## config.mk

```make
export PLATFORM = sky130hd
export DESIGN_NAME = mem_port_arbiter
export DESIGN_NICKNAME = d
export VERILOG_FILES = /design/src/rtl/mem_port_arbiter.sv
export SDC_FILE = /design/constraint.sdc
export NUM_CORES = 1
export LEC_CHECK = 0
export CORE_MARGIN = 2
export CORE_UTILIZATION = 41
export DETAILED_ROUTE_END_ITERATION = 12
export PLACE_DENSITY_LB_ADDON = 0.25
export RECOVER_POWER = 50
export SYNTH_ARGS = -nofsm -noshare
export SYNTH_HDL_FRONTEND = slang
export SYNTH_SLANG_ARGS = --single-unit
```

## constraint.sdc

```tcl
create_clock -name clk -period 2.8 [get_ports clk]
set_clock_uncertainty 0.15 [all_clocks]
set_input_delay 0.7 -clock clk [delete_from_list [all_inputs] [get_ports clk]]
set_output_delay 0.7 -clock clk [all_outputs]
set_load 0.05 [all_outputs]
```

## src/rtl/mem_port_arbiter.sv

```systemverilog
// Round-robin arbiter between an instruction-fetch port and a load/store data port,
// sequencing one main-memory access at a time and returning results with a one-cycle ack.
module mem_port_arbiter #(
  parameter int AW     = 32,
  parameter int DW     = 32,
  parameter int RD_LAT = 1
) (
  input  logic          clk,
  input  logic          rst,
  input  logic          if_req,
  input  logic [AW-1:0] if_addr,
  output logic          if_ack,
  output logic [DW-1:0] if_rdata,
  output logic          if_err,
  input  logic          d_req,
  input  logic          d_we,
  input  logic [AW-1:0] d_addr,
  input  logic [DW-1:0] d_wdata,
  output logic          d_ack,
  output logic [DW-1:0] d_rdata,
  output logic          d_err,
  output logic [AW-1:0] mem_address,
  output logic [DW-1:0] mem_data_in,
  output logic          mem_rd,
  output logic          mem_wr,
  input  logic [DW-1:0] mem_data_out,
  output logic          busy
);

  typedef enum logic [1:0] {
    IDLE  = 2'd0,
    ISSUE = 2'd1,
    WAIT  = 2'd2,
    DONE  = 2'd3
  } state_t;

  localparam logic PORT_FETCH = 1'b0;
  localparam logic PORT_DATA  = 1'b1;

  state_t        state_q, state_d;
  logic          last_grant_q;
  logic          owner_q;
  logic          we_q;
  logic [2:0]    lat_q;

  logic          grant_valid;
  logic          grant_data;
  logic          sel_we;
  logic          sel_misaligned;
  logic [AW-1:0] sel_addr;

  logic          complete;
  logic          cmpl_port;
  logic          cmpl_err;
  logic [DW-1:0] cmpl_rdata;

  // A tie goes to whichever port was not granted last.
  always_comb begin
    grant_valid    = if_req | d_req;
    grant_data     = d_req & (~if_req | (last_grant_q == PORT_FETCH));
    sel_addr       = grant_data ? d_addr : if_addr;
    sel_we         = grant_data & d_we;
    sel_misaligned = (sel_addr[1:0] != 2'b00);
  end

  always_comb begin
    state_d = state_q;
    case (state_q)
      IDLE: begin
        if (grant_valid) begin
          state_d = sel_misaligned ? DONE : ISSUE;
        end
      end
      ISSUE: state_d = we_q ? DONE : WAIT;
      WAIT: begin
        if (lat_q == 3'd1) begin
          state_d = DONE;
        end
      end
      DONE:    state_d = IDLE;
      default: state_d = IDLE;
    endcase
  end

  // Result for the port finishing this cycle: misaligned from IDLE, store from ISSUE, load from WAIT.
  always_comb begin
    complete   = (state_d == DONE) && (state_q != DONE);
    cmpl_port  = (state_q == IDLE) ? grant_data : owner_q;
    cmpl_err   = (state_q == IDLE);
    cmpl_rdata = (state_q == WAIT) ? mem_data_out : '0;
  end

  always_ff @(posedge clk) begin
    if (rst) begin
      state_q <= IDLE;
    end else begin
      state_q <= state_d;
    end
  end

  always_ff @(posedge clk) begin
    if (rst) begin
      last_grant_q <= PORT_FETCH;
      owner_q      <= PORT_FETCH;
      we_q         <= 1'b0;
      lat_q        <= 3'd0;
    end else begin
      if ((state_q == IDLE) && grant_valid) begin
        owner_q      <= grant_data;
        last_grant_q <= grant_data;
        we_q         <= sel_we;
      end
      if (state_q == ISSUE) begin
        lat_q <= 3'(RD_LAT);
      end else if (state_q == WAIT) begin
        lat_q <= lat_q - 3'd1;
      end
    end
  end

  // Address/data registers double as the latched request copy and hold between accesses.
  always_ff @(posedge clk) begin
    if (rst) begin
      mem_address <= '0;
      mem_data_in <= '0;
      mem_rd      <= 1'b0;
      mem_wr      <= 1'b0;
    end else begin
      mem_rd <= 1'b0;
      mem_wr <= 1'b0;
      if ((state_q == IDLE) && grant_valid && !sel_misaligned) begin
        mem_address <= sel_addr;
        mem_rd      <= ~sel_we;
        mem_wr      <= sel_we;
        if (sel_we) begin
          mem_data_in <= d_wdata;
        end
      end
    end
  end

  always_ff @(posedge clk) begin
    if (rst) begin
      if_rdata <= '0;
      if_err   <= 1'b0;
      d_rdata  <= '0;
      d_err    <= 1'b0;
    end else if (complete) begin
      if (cmpl_port == PORT_DATA) begin
        d_rdata <= cmpl_rdata;
        d_err   <= cmpl_err;
      end else begin
        if_rdata <= cmpl_rdata;
        if_err   <= cmpl_err;
      end
    end
  end

  assign if_ack = !rst && (state_q == DONE) && (owner_q == PORT_FETCH);
  assign d_ack  = !rst && (state_q == DONE) && (owner_q == PORT_DATA);
  assign busy   = (state_q != IDLE);

endmodule
```

==> results.toml <==
[outcome]
outcome = "complete, no violations"

[floorplanning]
die_y_um = 120.2
die_area_um2 = 14440
std_cell_rows = 42
die_x_um = 120.2
core_area_um2 = 13190
start_util_pct = 41.94
ios = 268

[pwr]
p_per_area_nw_per_um2 = 833.8
p_sw_w = 0.002696
p_comb_share_pct = 38.0
total_power_w = 0.007426
pwr-share-seq_pct = 32.3
internal_power_w = 0.004729
p_sw_share_pct = 36.31
p_leak_nw = 4.009
clock_power_share_pct = 29.7
peakVddDrop_mv = 0.4265

[global_routing]
antenna_found_initial = 0
grt_use_total_pct = 21.59
overflow = 0
grt_pass1_wl_mm = 24.67
grt_pass1_vias = 5138
grt_max_degree = 102

[drt]
ant_nets = 0
vias = 5090
vias_per_cell = 4.904
wl_per_cell_um = 15.00
drt-total-wl_mm = 15.57
drc = 0
drtPass1Iterations = 4
dr.first_iter.drc_count = 274

[synthesis]
synth_top_area_share_pct = 50.31
async_reset_ff_share_pct = 0
netlist_top_cells_area = "dfxtp_1 50%, mux2i_1 17%, nand2_1 9.2%"
yosysWarnings = 0
ys_types = 35
yosys_register_bits = 139
synth_area_um2 = 5532
synth_edf_count = 0
synthFlopType = "dfxtp_1"
synth_nets = 735
synth_area_leader_cell = "dfxtp_1"
ys_seq_area_share_pct = 50.31
synth_cells = 596
avgSynthCellArea_um2 = 9.281

[setup_path]
reg2reg_depth = 8
worstPathRequired_ns = 2.93
crit_arrival_ns = 2.80
crit_path_start_kind = "input port"
cp_max_fo = 32
ff2ff_setup_slack_ns = 0.14
crit_path_end_kind = "flip-flop"
reg2reg_from = "state_q[0]$_SDFF_PP0_"
worstReg2RegEnd = "d_rdata[18]$_SDFFE_PP0P_"
critPathKind = "input port to flip-flop"

[timing]
whs_ns = 0.2980
finalHoldViolCount = 0
max_slew_margin_pct = 15.71
worst_pin_slew_ns = 1.264
layout_min_cycle_time_ns = 2.674
timing.fmax_mhz = 374.0
setup_viol = 0
fin_crit_sh_pct = 95.49
rsz0062_at_grt = "false"
maxSlewViolCount = 0
worst_slack_ns = 0.1262

[layout]
nFillCells = 1038
postLayoutCoreUtil_pct = 67.52
mostFrequentLayoutCell = "clkdlybuf4s50_1"
drive_gt1_share_pct = 6.388
fin_area_um2 = 8906
final_cell_mix = "140 x clkdlybuf4s50_1, 138 x dfxtp_1, 135 x nand2_1"
finalNetCount = 989
syn2layout_area_growth_pct = 61.00

[clock_tree]
cts_buffers = 17
tritoncts = "built"
postCtsSetupBuffers = 0
clkLatencyLatePin_ns = 0.40
root_buffer = "clkbuf_16"
holdBufCountCts = 0
clkSinkCount = 139
clk_pin_slew_worst_paths_ns = 0.06
post_cts_resized = 0
cts_buffer_depth = 2
ctsHtreeMaxLevel = 4

[hold_path]
worstHoldPathCells = 2
hold_path_end = "mem_data_in[31]$_SDFFE_PP0P_"
min_from = "mem_data_in[31]$_SDFFE_PP0P_"
hold_class = "flip-flop to flip-flop"

[place]
post-place-ws_ns = -0.2716
gp_congestion = 0.8409
dp_hpwl_mm = 11.51
placed_area_um2 = 8342
portBuffers = 267

[flow_run]
max-cap-violations = 0
[per-layer routing]
metal / wire (um) / share of wire [%] / vias to the layer above / global-route usage (%)
li1: - / - / 2549 / -
met1: 6076 / 39 / 2286 / 23.87
met2: 7691 / 49 / 221 / 37.18
met3: 1329 / 8.5 / 34 / 7.224
met4: 477 / 3.1 / 0 / 10.22
met5: 0 / 0 / - / 0
[area by class of cell]
cell class	instances	area, um^2	share of cell area, %
Clock inverter	8	118.9	1.335
Timing Repair Buffer	285	2828	31.75
Sequential cell	139	2784	31.26
Clock buffer	22	464.2	5.212
Inverter	6	22.52	0.2529
Tap cell	176	220.2	2.473
Multi-Input combinational cell	401	2466	27.69
Antenna cell	1	2.502	0.02810
[per-stage QoR]
step	TNS, ns	instances
global route	0	1037
global placement	-17.79	1007
floorplan	0	596
finish	0	1038
CTS	0	1037
detailed placement	-26.00	1007
[worst max-delay path by stage]
| stage | to | slack, ns | from |
|---|---|---|---|
| 6_report | d_rdata[18]$_SDFFE_PP0P_ | 0.13 | if_req |
| 5_1_grt | mem_data_in[5]$_SDFFE_PP0P_ | 0.03 | if_req |
| 4_1_cts | d_rdata[18]$_SDFFE_PP0P_ | 0.1 | state_q[0]$_SDFF_PP0_ |
| 3_5_place_dp | d_rdata[18]$_SDFFE_PP0P_ | -0.27 | if_req |
| 3_3_place_gp | d_rdata[26]$_SDFFE_PP0P_ | -0.23 | d_req |
| 2_1_floorplan | d_rdata[10]$_SDFFE_PP0P_ | 0.12 | state_q[0]$_SDFF_PP0_ |
[state kept, by name, indices dropped and copies added (netlist names)]
name / cells
mem_data_in: 32
mem_wr: 1
state_q: 2
d_rdata: 32
d_err: 1
if_err: 1
if_rdata: 32
mem_address: 32
mem_rd: 1
owner_q: 1
lat_q: 3
we_q: 1
[power groups by stage]
stage                     clock network [W]  logic [W]  registers, W
after floorplan                           0    0.00126       0.00322
after global placement                    0    0.00287       0.00244
after detailed placement                  0    0.00291       0.00245
after CTS                           0.00225    0.00292       0.00241
after global routing                0.00234    0.00300       0.00244
final                               0.00220    0.00282       0.00240
[cell usage after synthesis, types with 6 or more instances]
library cell / count
ha_1: 6
a21oi_1: 34
nand2_1: 135
buf_6: 6
inv_1: 6
mux2i_1: 95
a211oi_1: 31
nor2_1: 38
dfxtp_1: 139
clkbuf_1: 32
buf_2: 6
nand3_1: 34
[cells by family (layout without fill, tap and decap cells)]
kind of cell | count (synthesis) | count (layout) | synth area share [%]
other | 0 | 1 | 0
DFF | 139 | 139 | 50.31
and+or+nand+nor | 223 | 223 | 16.72
muxes | 96 | 96 | 17.39
adders and majority gates | 6 | 6 | 1.357
buffers and inverters | 56 | 321 | 5.361
xor gates and xnor gates | 1 | 1 | 0.1584
AOI/OAI and AO/OA | 75 | 75 | 8.709
[critical path: stages]
cell             delay, ns
clkdlybuf4s50_1       0.52
buf_4                 0.15
a21boi_4              0.06
o21a_2                0.25
or4b_2                0.73
buf_12                0.23
mux2i_1               0.14
Note: power is estimated with default switching activity, not from simulation.
